$ cat src/rtl/traffic_phase_ctrl.sv
// Multi-phase traffic signal controller: GREEN -> YELLOW -> ALLRED rotation driven by per-phase demand.
// Define TRAFFIC_PED_EN to add pedestrian walk requests (ped_req) and walk lamps (walk).
module traffic_phase_ctrl #(
  parameter int NUM_PHASES   = 2,
  parameter int GREEN_TICKS  = 30,
  parameter int YELLOW_TICKS = 5,
  parameter int ALLRED_TICKS = 2,
  parameter int CNT_W        = 8
`ifdef TRAFFIC_PED_EN
  ,parameter int WALK_TICKS  = 8
`endif
) (
  input  logic                          clk,
  input  logic                          reset_n,
  input  logic                          tick,
  input  logic [NUM_PHASES-1:0]         req,
`ifdef TRAFFIC_PED_EN
  input  logic [NUM_PHASES-1:0]         ped_req,
  output logic [NUM_PHASES-1:0]         walk,
`endif
  output logic [NUM_PHASES-1:0]         red,
  output logic [NUM_PHASES-1:0]         yellow,
  output logic [NUM_PHASES-1:0]         green,
  output logic [$clog2(NUM_PHASES)-1:0] active_phase
);

  localparam int     AW      = $clog2(NUM_PHASES);
  localparam longint CNT_MAX = (longint'(1) << CNT_W) - 1;

  if (NUM_PHASES < 2 || NUM_PHASES > 8) begin : g_bad_phases
    $error("traffic_phase_ctrl: NUM_PHASES must be in 2..8");
  end
  if (GREEN_TICKS < 1 || GREEN_TICKS > CNT_MAX) begin : g_bad_green
    $error("traffic_phase_ctrl: GREEN_TICKS must be >= 1 and fit in CNT_W bits");
  end
  if (YELLOW_TICKS < 1 || YELLOW_TICKS > CNT_MAX) begin : g_bad_yellow
    $error("traffic_phase_ctrl: YELLOW_TICKS must be >= 1 and fit in CNT_W bits");
  end
  if (ALLRED_TICKS < 1 || ALLRED_TICKS > CNT_MAX) begin : g_bad_allred
    $error("traffic_phase_ctrl: ALLRED_TICKS must be >= 1 and fit in CNT_W bits");
  end

  localparam logic [CNT_W-1:0] GREEN_LOAD  = CNT_W'(GREEN_TICKS - 1);
  localparam logic [CNT_W-1:0] YELLOW_LOAD = CNT_W'(YELLOW_TICKS - 1);
  localparam logic [CNT_W-1:0] ALLRED_LOAD = CNT_W'(ALLRED_TICKS - 1);

  typedef enum logic [1:0] {S_GREEN, S_YELLOW, S_ALLRED} state_t;

  state_t                r_state;
  logic [CNT_W-1:0]      r_count;
  logic [AW-1:0]         r_active_phase;
  logic [NUM_PHASES-1:0] r_pending;

  logic [NUM_PHASES-1:0] w_active_mask;
  logic [NUM_PHASES-1:0] w_next_mask;
  logic [NUM_PHASES-1:0] w_req_masked;
  logic [AW-1:0]         w_next_phase;
  logic                  w_found;
  logic                  w_other_demand;
  logic                  w_enter_green;

  assign w_active_mask  = NUM_PHASES'(1) << r_active_phase;
  assign w_next_mask    = NUM_PHASES'(1) << w_next_phase;
  assign w_other_demand = |(r_pending & ~w_active_mask);
  assign w_enter_green  = tick && (r_count == '0) && (r_state == S_ALLRED);
  assign w_req_masked   = req & ~((r_state == S_GREEN) ? w_active_mask : '0);
  assign active_phase   = r_active_phase;

  // Round-robin search for the next phase, starting just after the current owner.
  always_comb begin
    logic [AW-1:0] idx;
    idx          = '0;
    w_found      = 1'b0;
    w_next_phase = r_active_phase;
    for (int off = 1; off <= NUM_PHASES; off++) begin
      idx = AW'((int'(r_active_phase) + off) % NUM_PHASES);
      if (!w_found && r_pending[idx]) begin
        w_found      = 1'b1;
        w_next_phase = idx;
      end
    end
  end

  always_ff @(posedge clk or negedge reset_n) begin
    if (!reset_n) begin
      r_state        <= S_GREEN;
      r_count        <= GREEN_LOAD;
      r_active_phase <= '0;
    end else if (tick) begin
      if (r_count != '0) begin
        r_count <= r_count - 1'b1;
      end else begin
        case (r_state)
          S_GREEN: begin
            if (w_other_demand) begin
              r_state <= S_YELLOW;
              r_count <= YELLOW_LOAD;
            end
          end
          S_YELLOW: begin
            r_state <= S_ALLRED;
            r_count <= ALLRED_LOAD;
          end
          S_ALLRED: begin
            r_state        <= S_GREEN;
            r_count        <= GREEN_LOAD;
            r_active_phase <= w_next_phase;
          end
          default: begin
            r_state <= S_GREEN;
            r_count <= GREEN_LOAD;
          end
        endcase
      end
    end
  end

  // A phase entering GREEN drops any request arriving on that same edge.
  always_ff @(posedge clk or negedge reset_n) begin
    if (!reset_n) begin
      r_pending <= '0;
    end else begin
      r_pending <= (r_pending | w_req_masked
`ifdef TRAFFIC_PED_EN
                    | (ped_req & ~((r_state == S_GREEN) ? w_active_mask : '0))
`endif
                   ) & ~(w_enter_green ? w_next_mask : '0);
    end
  end

  always_comb begin
    red    = '1;
    yellow = '0;
    green  = '0;
    case (r_state)
      S_GREEN: begin
        green = w_active_mask;
        red   = ~w_active_mask;
      end
      S_YELLOW: begin
        yellow = w_active_mask;
        red    = ~w_active_mask;
      end
      default: ;
    endcase
  end

`ifdef TRAFFIC_PED_EN
  if (WALK_TICKS < 1 || WALK_TICKS > GREEN_TICKS) begin : g_bad_walk
    $error("traffic_phase_ctrl: WALK_TICKS must be in 1..GREEN_TICKS");
  end

  localparam logic [CNT_W-1:0] WALK_LOAD = CNT_W'(WALK_TICKS - 1);

  logic [NUM_PHASES-1:0] r_ped_pending;
  logic                  r_walk;
  logic [CNT_W-1:0]      r_walk_count;

  // Walk runs for the first WALK_TICKS ticks of a GREEN that was entered with a pedestrian waiting.
  always_ff @(posedge clk or negedge reset_n) begin
    if (!reset_n) begin
      r_ped_pending <= '0;
      r_walk        <= 1'b0;
      r_walk_count  <= '0;
    end else begin
      r_ped_pending <= (r_ped_pending | (ped_req & ~((r_state == S_GREEN) ? w_active_mask : '0)))
                       & ~(w_enter_green ? w_next_mask : '0);
      if (w_enter_green) begin
        r_walk       <= r_ped_pending[w_next_phase];
        r_walk_count <= WALK_LOAD;
      end else if (r_state != S_GREEN) begin
        r_walk <= 1'b0;
      end else if (tick && r_walk) begin
        if (r_walk_count == '0) begin
          r_walk <= 1'b0;
        end else begin
          r_walk_count <= r_walk_count - 1'b1;
        end
      end
    end
  end

  assign walk = (r_walk && r_state == S_GREEN) ? w_active_mask : '0;
`endif

endmodule

$ cat config.mk
export PLATFORM = sky130hd
export DESIGN_NAME = traffic_phase_ctrl
export DESIGN_NICKNAME = d
export VERILOG_FILES = /design/src/rtl/traffic_phase_ctrl.sv
export SDC_FILE = /design/constraint.sdc
export NUM_CORES = 1
export LEC_CHECK = 0
export ABC_CLOCK_PERIOD_IN_PS = 2400
export CORE_UTILIZATION = 52
export DETAILED_ROUTE_END_ITERATION = 7
export PLACE_DENSITY = 0.77
export SYNTH_ARGS = -nofsm -noshare
export SYNTH_HDL_FRONTEND = slang
export SYNTH_SLANG_ARGS = --single-unit
$ cat constraint.sdc
create_clock -name clk -period 2.4 [get_ports clk]
set_input_delay 0.24 -clock clk [delete_from_list [all_inputs] [get_ports clk]]
set_output_delay 0.24 -clock clk [all_outputs]
set_load 0.02 [all_outputs]
# Yosys cells after proc, flatten, opt, wreduce, memory -nomap -nowiden
# Index checks and enable logic that the tools add are counted.
[word_totals]
ff_bits = 13
in_bits = 5
output_inout_bits = 7
word_cells = 51
[classes]
n_addsub = 3
order_cmp = 2
eq_ne = 4
n_shift = 2
n_mux = 16
n_bitwise = 8
n_reduce_logical = 12
[ops]
columns = ["cell", "count"]
rows = [
  ["two-way mux 8 bit", 2],
  ["case mux 8 bit (2 select lines)", 1],
  ["two-way mux 2 bit", 5],
  ["logical NOT 8 bit", 1],
  ["nonzero test 8 bit", 1],
  ["subtractor 8 x 1 -> 8 bit, second input constant", 1],
  ["two-way mux 1 bit", 7],
  ["AND 2 bit", 3],
  ["NOT 2 bit", 3],
  ["AND reduction 3 bit", 2],
  ["< comparator 1 x 2 -> 1 bit, second input constant", 2],
  ["case mux 2 bit (2 select lines)", 1],
  ["OR reduction 2 bit", 2],
  ["<< shifter 1 x 1 -> 2 bit, first input constant", 2],
  ["logical AND 1 bit", 3],
  ["!= test 3 x 2 -> 1 bit, second input constant", 1],
  ["adder 1 bit, second input constant", 2],
  ["== test 2 x 1 -> 1 bit, second input constant", 1],
  ["== test 2 bit, second input constant", 1],
  ["logical NOT 2 bit", 1],
  ["!= test 2 bit, second input constant", 1],
  ["bitwise OR 2 bit", 1],
  ["AND reduction 2 bit", 1],
  ["logical NOT 1 bit", 1],
  ["NOT 1 bit", 1],
]

# Depth between registers and ports, before layout
# Gate-level depths: netlist (run 1).
[depth]
word_depth = 11
ltp_mapped = 7
ltp_nobuf = 6

# Worst setup path after synthesis (run 1)
# Ideal clock, no wire load.
[synth_timing]
path_type = "register to register"
startpoint = "register r_count[0]"
endpoint = "register r_state[1]"
setup_time_ps = 128
arrival_ps = 1590
t_required_ps = 2272
path_slack_ps = 683
path_stages_with_launch = 8
path_buffers = 1
synth_period_minus_slack_ps = 1717
cell_sequence = "dfstp_2 > inv_1 > ha_1 > nor3b_2 > and2_1 > buf_6 > nand3_2 > mux2_1"
[synth_between]
elab_chain_cells = 3
[synth_rtl]
columns = ["item", "line_no", "text"]
rows = [
  ["start, declared", "50", "logic [CNT_W-1:0] r_count;"],
  ["start signal, assigned", "91", "r_count <= r_count - 1'b1;"],
  ["nonzero test 8 bit", "90", "if (r_count != '0) begin"],
  ["NOT 1 bit (no source line)", "-", ""],
  ["AND reduction 3 bit (no source line)", "-", ""],
  ["end signal, assigned", "86", "r_state <= S_GREEN;"],
  ["end signal, assigned", "96", "r_state <= S_YELLOW;"],
  ["end signal, assigned", "101", "r_state <= S_ALLRED;"],
  ["end, declared", "49", "state_t r_state;"],
]
# No other way between the ends.
# A chain may end at the register's enable or synchronous reset.

# Final worst setup path (run 1)
[layout_timing]
startpoint = "register r_state[1]"
endpoint = "output green[0]"
[layout_between]
elab_chain_cells = 2
[layout_rtl]
columns = ["item", "line_no", "text"]
rows = [
  ["logical NOT 2 bit", "135", "case (r_state)"],
  ["two-way mux 2 bit", "135", ""],
  ["end, declared", "23", "output logic [NUM_PHASES-1:0] green,"],
]
# No other way between the ends.

==> results of run 1 <==
cell families (layout without fill, tap and decap cells):
family,count (synthesis),in the layout,share of synthesized area [%]
buf+inv,11,24,5.990
mux,4,4,5.530
flops,13,13,40.55
fa+ha+maj,2,2,3.072
simple gates,35,35,25.04
compound gates,24,24,19.82
worst paths after layout:
kind	from	endpoint	slack [ps]	depth (start not counted)
worst max-delay path	r_state[1]	green[0]	360	3
max in group asynchronous	reset_n	r_count[4]	1710	1
worst min-delay path	reset_n	r_state[0]	320	1
min in group clk	r_count[2]	r_count[2]	530	2
worst min register to register	r_count[2]	r_count[2]	530	2
worst max register to register	r_count[1]	r_state[1]	540	6
worst reg2reg max path, delay by kind of cell, from the launching register on:
kind | cells | cell delay, ps
buffers and inverters | 1 | 90
DFF | 1 | 410
adders and majority gates | 1 | 140
and+or+nand+nor | 3 | 770
muxes | 1 | 340
final cells by class:
| class | instances | area, um^2 |
|---|---|---|
| clock buffers | 4 | 26.28 |
| flip-flops and latches | 13 | 330.3 |
| inverters | 9 | 33.78 |
| repair buffers | 11 | 110.1 |
| fillers | 110 | 427.9 |
| well taps | 15 | 18.77 |
| multi-input cells | 65 | 435.4 |
state kept, by name (all words and copies together), names as in the netlist:
signal,cells
active_phase,1
r_count,8
r_pending,2
r_state,2
metrics by stage:
stage	hold WS, ps	util, %	worst slack [ps]	total power (uW)	instances
2_1_floorplan	-55.59	-	682.9	819.5	89
3_3_place_gp	510.4	67.15	430.2	1015	113
3_5_place_dp	519.5	67.15	493.2	1027	113
4_1_cts	345.7	69.05	353.0	1166	117
5_1_grt	394.0	69.05	272.9	1254	117
6_report	315.1	69.05	356.7	1164	117
cell usage in the layout, fill, tap and decap left out, types with 3 or more instances in the layout:
cell	Yosys	layout
nand3_1	5	5
dfrtp_1	9	9
a31oi_1	3	3
inv_1	9	9
dfstp_2	4	4
clkbuf_4	0	3
nand4_1	3	3
clkdlybuf4s50_1	0	11
nand2_1	3	3
nor2_1	10	10
o21ai_0	3	3
a21o_1	4	4
a21oi_1	6	6
power by group:
group          switching [uW]  leakage [uW]  internal, uW
Combinational             302      0.000247           271
Clock                    73.0     0.0000150          64.4
Sequential                129      0.000143           325
layer usage:
layer	track usage, %	up-vias	share of wire (%)
met5	0	-	0
met4	7.742	0	0.98
met3	3.913	2	3.8
met2	37.50	17	47
met1	34.37	347	48
li1	-	348	-
==> summary.md, run 1 <==
| Metric | Value |
|---|---|
| Die W | `41.58 um` |
| Final max-slew violation count | `0` |
| Max Freq | `489.4 MHz` |
| Synthesized area per cell | `9.152 um^2` |
| Crit path required time | `2160 ps` |
| Leakage | `0.0004051 uW` |
| Mapped Cells | `89` |
| Endpoints failing hold | `0` |
| DRT Pass-1 Iters | `4` |
| Slew @ Worst Pin | `551.7 ps` |
| First-pass GRT wire length | `approximately 3.2 mm` |
| H-tree levels | `1` |
| WP data arrival | `1800 ps` |
| Post-CTS Setup Bufs | `0` |
| Prevailing post-synth register cell | `dfrtp_1` |
| Chip height | `41.58 um` |
| Maximum vdd drop | `0.0007761 V` |
| Status | `complete, no violations` |
| Clock slew at reported path FFs | `around 80 ps` |
| Buffers on Ports | `11` |
| GP Congestion | `0.7878` |
| Gates resized, CTS repair | `0` |
| DR DRC count | `0` |
| Avg WL per Cell | `14.79 um` |
| Root Buffer | `clkbuf_4` |
| Antenna violations before repair | `0` |
| Starting Density | `58.91%` |
| Top cells by count, synth | `10 x nor2_1, 9 x dfrtp_1, 9 x inv_1, 6 x a21oi_1, 5 x nand3_1` |
| Sequential-to-total area share from yosys stat | `roughly two fifths` |
| Crit-path cells | `or3_1, inv_1, clkdlybuf4s50_1` |
| CTS sink cnt | `13` |
| Vias in the first global route | `706` |
| Critical path's largest stage delay | `590 ps` |
| Synthesized cell area | `814.5 um^2` |
| Ant diodes | `0` |
| Vias post-DR | `roughly 700` |
| DP HPWL | `between 1 and 1.5 mm` |
| Total track usage | `24.13%` |
| # IOs | `12` |
| Die area | `about 0.0017 mm^2` |
| Final min period | `between 2000 and 2500 ps` |
| Grt total ovfl | `0` |
| Crit-path max FO | `9` |
| Max clock buf depth | `2` |
| Post-DRT Antenna Nets | `0` |
| Count of different cell masters after synthesis | `35` |
| Crit Path Class | `reg -> out` |
| PwrDens | `1220 mW/mm^2` |
| Final Cycle Share | `85.14%` |
| Area Overhead vs Synth | `17.20%` |
| Crit start category | `register` |
| Top Family by Delay on Critical Path | `buffers and inverters` |
| Hold_buf cts | `0` |
| CTS tree | `done` |
| Layout cells sized above 1 | `14.71%` |
| Max Cap Viol | `0` |
| Async SR Flop Fraction | `100.0%` |
| Final setup fails | `0` |
| Clk_lat worst skew | `between 200 and 300 ps` |
| NumNets Final | `110` |
| Initial DRC Count | `18` |
| CP Capture Type | `primary output` |
| Fin Setup TNS | `0 ps` |
| Max transition margin | `63.10%` |
| Via density | `6.103` |
| Synth warn | `0` |
| RSZ-0062 raised after global routing | `false` |
| Syn nets | `96` |
| Top-count cell post-synth | `nor2_1` |
| Skew final | `approximately 1.6 ps` |
| Hold/Removal Path Class | `in -> async` |
| Number of synthesized flops with an enable pin | `0` |
| # rows | `13` |
| Register bit total from synthesis | `13` |
| Post-synth top area cell | `dfrtp_1` |
| Area contributors post-synth | `dfrtp_1 28%, dfstp_2 13%, nor2_1 4.6%` |
| Core Area | `0.001383 mm^2` |
| Pin count of the biggest net entering global routing | `16` |
| DRT Wirelength | `1.731 mm` |
| Slowest library cell on the worst path | `clkdlybuf4s50_1` |
| CP Buf/Inv Count | `2` |
| Final Cell Area | `954.7 um^2` |
| Share of the synthesized area in the top cell type | `between 20 and 30%` |
| Placed Area | `928.4 um^2` |
| Num CTS Buffers | `3` |
Note: power is estimated with default switching activity, not from simulation.
==> run 2: changes to the inputs <==
==> config.mk (replaced) <==
export PLATFORM = sky130hd
export DESIGN_NAME = traffic_phase_ctrl
export DESIGN_NICKNAME = d
export VERILOG_FILES = /design/src/rtl/traffic_phase_ctrl.sv
export SDC_FILE = /design/constraint.sdc
export NUM_CORES = 1
export LEC_CHECK = 0
export ABC_CLOCK_PERIOD_IN_PS = 1800
export CORE_UTILIZATION = 47
export DETAILED_ROUTE_END_ITERATION = 7
export PLACE_DENSITY = 0.73
export SYNTH_ARGS = -nofsm -noshare
export SYNTH_HDL_FRONTEND = slang
export SYNTH_SLANG_ARGS = --single-unit
==> constraint.sdc (replaced) <==
create_clock -name clk -period 1.8 [get_ports clk]
set_input_delay 0.18 -clock clk [delete_from_list [all_inputs] [get_ports clk]]
set_output_delay 0.18 -clock clk [all_outputs]
set_load 0.02 [all_outputs]
==> run 2 against run 1 <==
Compared with the run above:
- the run now ends with DRC left
- sequential share of layout area shrank 2.5 points
- wire length shrank 0.52%
- worst hold slack lost 44 ps
- clock skew is essentially flat
- design area grew 7.9%
- worst setup slack lost 270 ps
- clock-buffer cell count is the same
- sequential power grew 27%
- critical path type unchanged
- largest power group unchanged
- highest routed layer unchanged
==> summary.md, run 2 (synthesized netlist as in run 1, its figures left out) <==
| Metric | Value |
|---|---|
| Core Area | `0.001559 mm^2 (+13%)` |
| Final setup fails | `0 (unchanged)` |
| Chip height | `43.63 um (+4.9%)` |
| Number of fillers in the final layout | `125 (+14%)` |
| Buffers on Ports | `11 (unchanged)` |
| # IOs | `12 (unchanged)` |
| GP Congestion | `0.8044 (+2.1%)` |
| Commonest non-fill, non-tap cell in the layout | `nor2_1` |
| Num CTS Buffers | `3 (unchanged)` |
| Fin cells | `126 (+7.7%)` |
| H-tree levels | `1 (unchanged)` |
| Pin count of the biggest net entering global routing | `15 (-1)` |
| Largest regs | `r_count: 8 flops, r_pending: 2 flops, r_state: 2 flops` |
| Area Overhead vs Synth | `26.42%` |
| Reg-to-Reg Start | `r_count[0]` |
| Setup slack after placement | `55.00 ps (-438.2 ps)` |
| Crit path required time | `1620 ps (-540 ps)` |
| FF+latch area | `330.3 um^2 (unchanged)` |
| Crit-path max FO | `4 (-5)` |
| Fin Setup TNS | `0 ps (unchanged)` |
| DP Cell Count | `122 (+8.0%)` |
| CTS sink cnt | `13 (unchanged)` |
| Die W | `43.63 um (+4.9%)` |
| Final min period | `1716 ps` |
| Hold/Removal Path Class | `in -> async` |
| Post-CTS Setup Bufs | `0 (unchanged)` |
| DRT Wirelength | `1.722 mm (-0.52%)` |
| Reg2Reg Depth | `6 (unchanged)` |
| Worst R2R End | `r_state[0]` |
| Avg WL per Cell | `13.67 um (-7.6%)` |
| Layout cells sized above 1 | `21.82% (+7.1 points)` |
| Max clock buf depth | `2 (unchanged)` |
| First-pass GRT wire length | `2.884 mm (-10%)` |
| NumNets Final | `118 (+7.3%)` |
| Max reg flops | `8 (unchanged)` |
| Worst reg2reg setup slack | `100 ps (-440 ps)` |
| DRT Pass-1 Iters | `6 (+2)` |
| Max Freq | `582.8 MHz` |
| Final Cycle Share | `95.33%` |
| Skew final | `1.648 ps (+0.06051 ps)` |
| Post-DRT Antenna Nets | `0 (unchanged)` |
| Final Power | `1643 uW (+41%)` |
| Max Cap Viol | `0 (unchanged)` |
| PwrDens | `1595 mW/mm^2 (+31%)` |
| Final max-slew violation count | `0 (unchanged)` |
| RSZ-0062 raised after global routing | `false` |
| Commonest non-fill, non-tap cells in the layout | `10 x nor2_1, 9 x inv_1, 9 x dfrtp_1` |
| WP data arrival | `1540 ps (-260 ps)` |
| Multi-input gate area | `444.2 um^2 (+2.0%)` |
| Most flop-heavy register | `r_count` |
| Fin worst setup slack | `84.00 ps (-272.7 ps)` |
| Antenna violations before repair | `0 (unchanged)` |
| Grt total ovfl | `0 (unchanged)` |
| Starting Density | `52.25% (-6.7 points)` |
| WHS | `270.9 ps (-44.26 ps)` |
| CP Capture Type | `primary output` |
| Vias post-DR | `705 (-1.3%)` |
| Endpoints failing hold | `0 (unchanged)` |
| DP HPWL | `1.304 mm (+0.24%)` |
| Ant diodes | `0 (unchanged)` |
| Die area | `0.001904 mm^2 (+10%)` |
| Root Buffer | `clkbuf_4` |
| Worst Setup SP | `r_state[1]` |
| Violated checks | `DRC` |
| Gates resized, CTS repair | `2 (+2)` |
| Vias in the first global route | `651 (-7.8%)` |
| Total track usage | `20.84% (-3.3 points)` |
| Clock slew at reported path FFs | `80 ps (about the same)` |
| Initial DRC Count | `16 (-2)` |
| Leakage | `0.0004947 uW (+22%)` |
| Max transition margin | `61.35% (-1.7 points)` |
| Clk_lat worst skew | `270 ps (about the same)` |
| Via density | `5.595 (-8.3%)` |
| Status | `complete, but fails checks` |
| Crit Path Class | `reg -> out` |
| Crit start category | `register` |
| Slew @ Worst Pin | `577.9 ps (+26.16 ps)` |
| DR DRC count | `1 (+1)` |
| Maximum vdd drop | `0.0009108 V (+17%)` |
| CTS tree | `done` |
| Hold_buf cts | `0 (unchanged)` |
| # rows | `14 (+1)` |
-- run 2: cell types whose count changed in the layout (fill, tap and decap cells not counted), sizes merged --
| cell | change |
|---|---|
| buf | +8 |
| dlymetal6s2s | +3 |
| clkdlybuf4s50 | -5 |
| dlygate4sd2 | +2 |
-- run 2: worst max-delay path by stage --
stage	slack (ps)	to
floorplan	80	r_state[1]
global placement	110	r_state[1]
detailed placement	60	r_state[0]
CTS	20	yellow[1]
global route	20	r_state[0]
finish	80	red[0]
-- run 2: power by group --
group	total [uW]	internal (uW)	switching (uW)
Clock	182	85.8	96.6
Sequential	575	433	142
Combinational	885	435	450
Total	1640	953	689
-- run 2: layer usage --
metal | wire, um | track usage (%)
met1 | 929 | 31.56
met2 | 729 | 28.66
met3 | 43 | 3.750
met4 | 19 | 9.375
met5 | 0 | 0
-- run 2: final cells by class --
class                           count  area share (%)
Multi-Input combinational cell     65           43.13
Clock buffer                        4           2.552
Sequential cell                    13           32.08
Timing Repair Buffer               19           17.01
Tap cell                           16           1.944
Inverter                            9           3.281
-- run 2: stage by stage --
step | instance area [um^2] | utilization (%)
after floorplan | 814.5 | -
final | 1030 | 66.05
after CTS | 1013 | 65.01
after detailed placement | 989.7 | 63.48
after global placement | 989.7 | 63.48
after global routing | 1030 | 66.05
-- run 2: critical path, stage by stage (launching register included) --
cell and delay [ps]:
dfrtp_1 410, or2_2 310, clkdlybuf4s50_1 550
==> run 3: changes to the inputs <==
--- a/config.mk
+++ b/config.mk
@@ -6,9 +6,11 @@
 export NUM_CORES = 1
 export LEC_CHECK = 0
 export ABC_CLOCK_PERIOD_IN_PS = 1800
-export CORE_UTILIZATION = 47
+export CORE_UTILIZATION = 44
+export CTS_CLUSTER_SIZE = 20
 export DETAILED_ROUTE_END_ITERATION = 7
-export PLACE_DENSITY = 0.73
+export MAX_ROUTING_LAYER = met4
+export PLACE_DENSITY = 0.69
 export SYNTH_ARGS = -nofsm -noshare
 export SYNTH_HDL_FRONTEND = slang
 export SYNTH_SLANG_ARGS = --single-unit
==> run 3 against run 2 <==
Compared with the run above:
- the flow now finishes without violations
- non-clock buffer count is 3 lower
- core utilization is 7.6 points lower
- sequential share of layout area is 0.64 points higher
- clock-buffer cell count stayed put
- design area is 1.9% lower
- via count is 3.7% higher
- critical endpoint is now r_state[1]
- largest power group unchanged
- highest routed layer unchanged
==> summary.md, run 3 (synthesized netlist as in run 1, its figures left out) <==
| Metric | Value |
|---|---|
| DRT Wirelength | `1.830 mm (+6.3%)` |
| Hold/Removal Path Class | `in -> async` |
| DRT Pass-1 Iters | `4 (-2)` |
| Fin cells | `132 (+4.8%)` |
| Crit path required time | `1960 ps (+340 ps)` |
| Pin count of the biggest net entering global routing | `14 (-1)` |
| Vias in the first global route | `679 (+4.3%)` |
| Critical path's largest stage delay | `560 ps (about the same)` |
| Layout cells sized above 1 | `19.63% (-2.2 points)` |
| Chip height | `45.03 um (+3.2%)` |
| Final Power | `1592 uW (-3.1%)` |
| Avg WL per Cell | `13.86 um (+1.4%)` |
| CTS sink cnt | `13 (unchanged)` |
| Area Overhead vs Synth | `23.96%` |
| Num CTS Buffers | `3 (unchanged)` |
| DR DRC count | `0 (-1)` |
| Largest regs | `r_count: 8 flops, r_pending: 2 flops, r_state: 2 flops` |
| WP data arrival | `1910 ps (+370 ps)` |
| Commonest non-fill, non-tap cells in the layout | `10 x nor2_1, 9 x inv_1, 9 x dfrtp_1` |
| Placed Area | `970.9 um^2 (-1.9%)` |
| Crit-path cells | `inv_1, ha_1, nor3b_4, and2_2, nand3_2, mux2_1` |
| Initial DRC Count | `10 (-6)` |
| Clk_lat worst skew | `280 ps (about the same)` |
| Setup slack after placement | `62.21 ps (+7.208 ps)` |
| Slowest library cell on the worst path | `dfstp_2` |
| Die area | `0.002027 mm^2 (+6.5%)` |
| Maximum vdd drop | `0.0008977 V (-1.4%)` |
| Starting Density | `47.17% (-5.1 points)` |
| Final Cycle Share | `96.86% (+1.5 points)` |
| Commonest non-fill, non-tap cell in the layout | `nor2_1` |
| GP Congestion | `0.8872 (+10%)` |
| Worst R2R End | `r_state[1]` |
| Grt total ovfl | `0 (unchanged)` |
| Final Cell Area | `0.001010 mm^2 (-1.9%)` |
| CP Capture Type | `register` |
| Max Freq | `573.5 MHz (-1.6%)` |
| Leakage | `0.0004475 uW (-9.5%)` |
| Max transition margin | `61.65% (+0.30 points)` |
| # rows | `15 (+1)` |
| Die W | `45.03 um (+3.2%)` |
| CTS tree | `done` |
| Clock slew at reported path FFs | `90 ps (about the same)` |
| H-tree levels | `1 (unchanged)` |
| CP Buf/Inv Count | `1 (unchanged)` |
| Most flop-heavy register | `r_count` |
| Endpoints failing hold | `0 (unchanged)` |
| DP HPWL | `1.331 mm (+2.1%)` |
| Fin Setup TNS | `0 ps (unchanged)` |
| Final max-slew violation count | `0 (unchanged)` |
| PwrDens | `1576 mW/mm^2 (-1.2%)` |
| DP Cell Count | `127 (+4.1%)` |
| Crit path depth | `6 (+4)` |
| Max Cap Viol | `0 (unchanged)` |
| Max clock buf depth | `2 (unchanged)` |
| Crit-path max FO | `5 (+1)` |
| Root Buffer | `clkbuf_4` |
| Fin worst setup slack | `56.43 ps (-27.57 ps)` |
| Slew @ Worst Pin | `573.4 ps (-4.504 ps)` |
| Final min period | `1744 ps (+27.57 ps)` |
| Core Area | `0.001727 mm^2 (+11%)` |
| Antenna violations before repair | `0 (unchanged)` |
| Vias post-DR | `731 (+3.7%)` |
| Setup crit end | `r_state[1]` |
| First-pass GRT wire length | `3.008 mm (+4.3%)` |
| Reg2Reg Depth | `6 (unchanged)` |
| Ant diodes | `0 (unchanged)` |
| Crit Path Class | `reg -> reg` |
| Via density | `5.538 (-1.0%)` |
| Final setup fails | `0 (unchanged)` |
| Worst reg2reg setup slack | `60 ps (-40 ps)` |
| # IOs | `12 (unchanged)` |
| Skew final | `6.180 ps (+4.532 ps)` |
| Buffers on Ports | `11 (unchanged)` |
| Post-DRT Antenna Nets | `0 (unchanged)` |
| Worst Setup SP | `r_count[0]` |
| Status | `complete, no violations` |
| NumNets Final | `115 (-2.5%)` |
| Top Family by Delay on Critical Path | `flip-flops` |
| Max reg flops | `8 (unchanged)` |
| Total track usage | `21.82% (+0.98 points)` |
| Crit start category | `register` |
| Reg-to-Reg Start | `r_count[0]` |
## run 3: cell count changes in the layout (fill, tap and decap cells not counted), sizes merged
| cell | previous run | this run |
|---|---|---|
| buf | 8 | 5 |
| dlymetal6s2s | 3 | 1 |
| dlygate4sd2 | 2 | 4 |
## run 3: report_power, final
part           total (uW)  internal [uW]  switching (uW)  leakage (uW)
sequential            614            433             181      0.000143
clock                 191           85.9             105     0.0000150
combinational         788            371             416      0.000290
## run 3: final cells by class
| class | instances | area, um^2 |
|---|---|---|
| Multi-Input combinational cell | 65 | 442.9 |
| Fill cell | 161 | 716.9 |
| Inverter | 9 | 33.78 |
| Clock buffer | 4 | 26.28 |
| Tap cell | 25 | 31.28 |
| Sequential cell | 13 | 330.3 |
| Timing Repair Buffer | 16 | 145.1 |
## run 3: what timing repair did
action	4_1_cts	5_1_grt
buffers inserted	0	1
endpoints found under the setup margin	4	7
resized for setup	4	4
hold buffers	0	0
## run 3: how the worst min path moves through the flow
stage	start	depth (start not counted)	end	slack (ps)
3_5_place_dp	r_count[2]	2	r_count[2]	520
5_1_grt	reset_n	1	r_count[5]	310
3_3_place_gp	r_count[2]	2	r_count[2]	520
2_1_floorplan	reset_n	0	active_phase	-120
4_1_cts	reset_n	1	r_count[5]	290
6_report	reset_n	1	r_count[5]	260
## run 3: worst reg2reg max path, stage by stage, from the launching register on
cell     delay (ps)
dfstp_2         560
inv_1            60
ha_1            190
nor3b_4         160
and2_2          230
nand3_2          90
mux2_1          320
## run 3: stage by stage
step                utilization [%]  hold slack, ps
floorplan                         -          -115.6
CTS                           57.46           289.4
detailed placement            56.23           520.7
finish                        58.48           256.7
global route                  58.48           309.7
global placement              56.23           520.5
## run 3: metal layers
layer  up-vias  track usage, %  wire length [um]
met4         0           9.697                46
met5         -               -                 0
met2        32           33.33               788
met1       338           27.59               861
li1        355               -                 -
met3         6           4.800               135
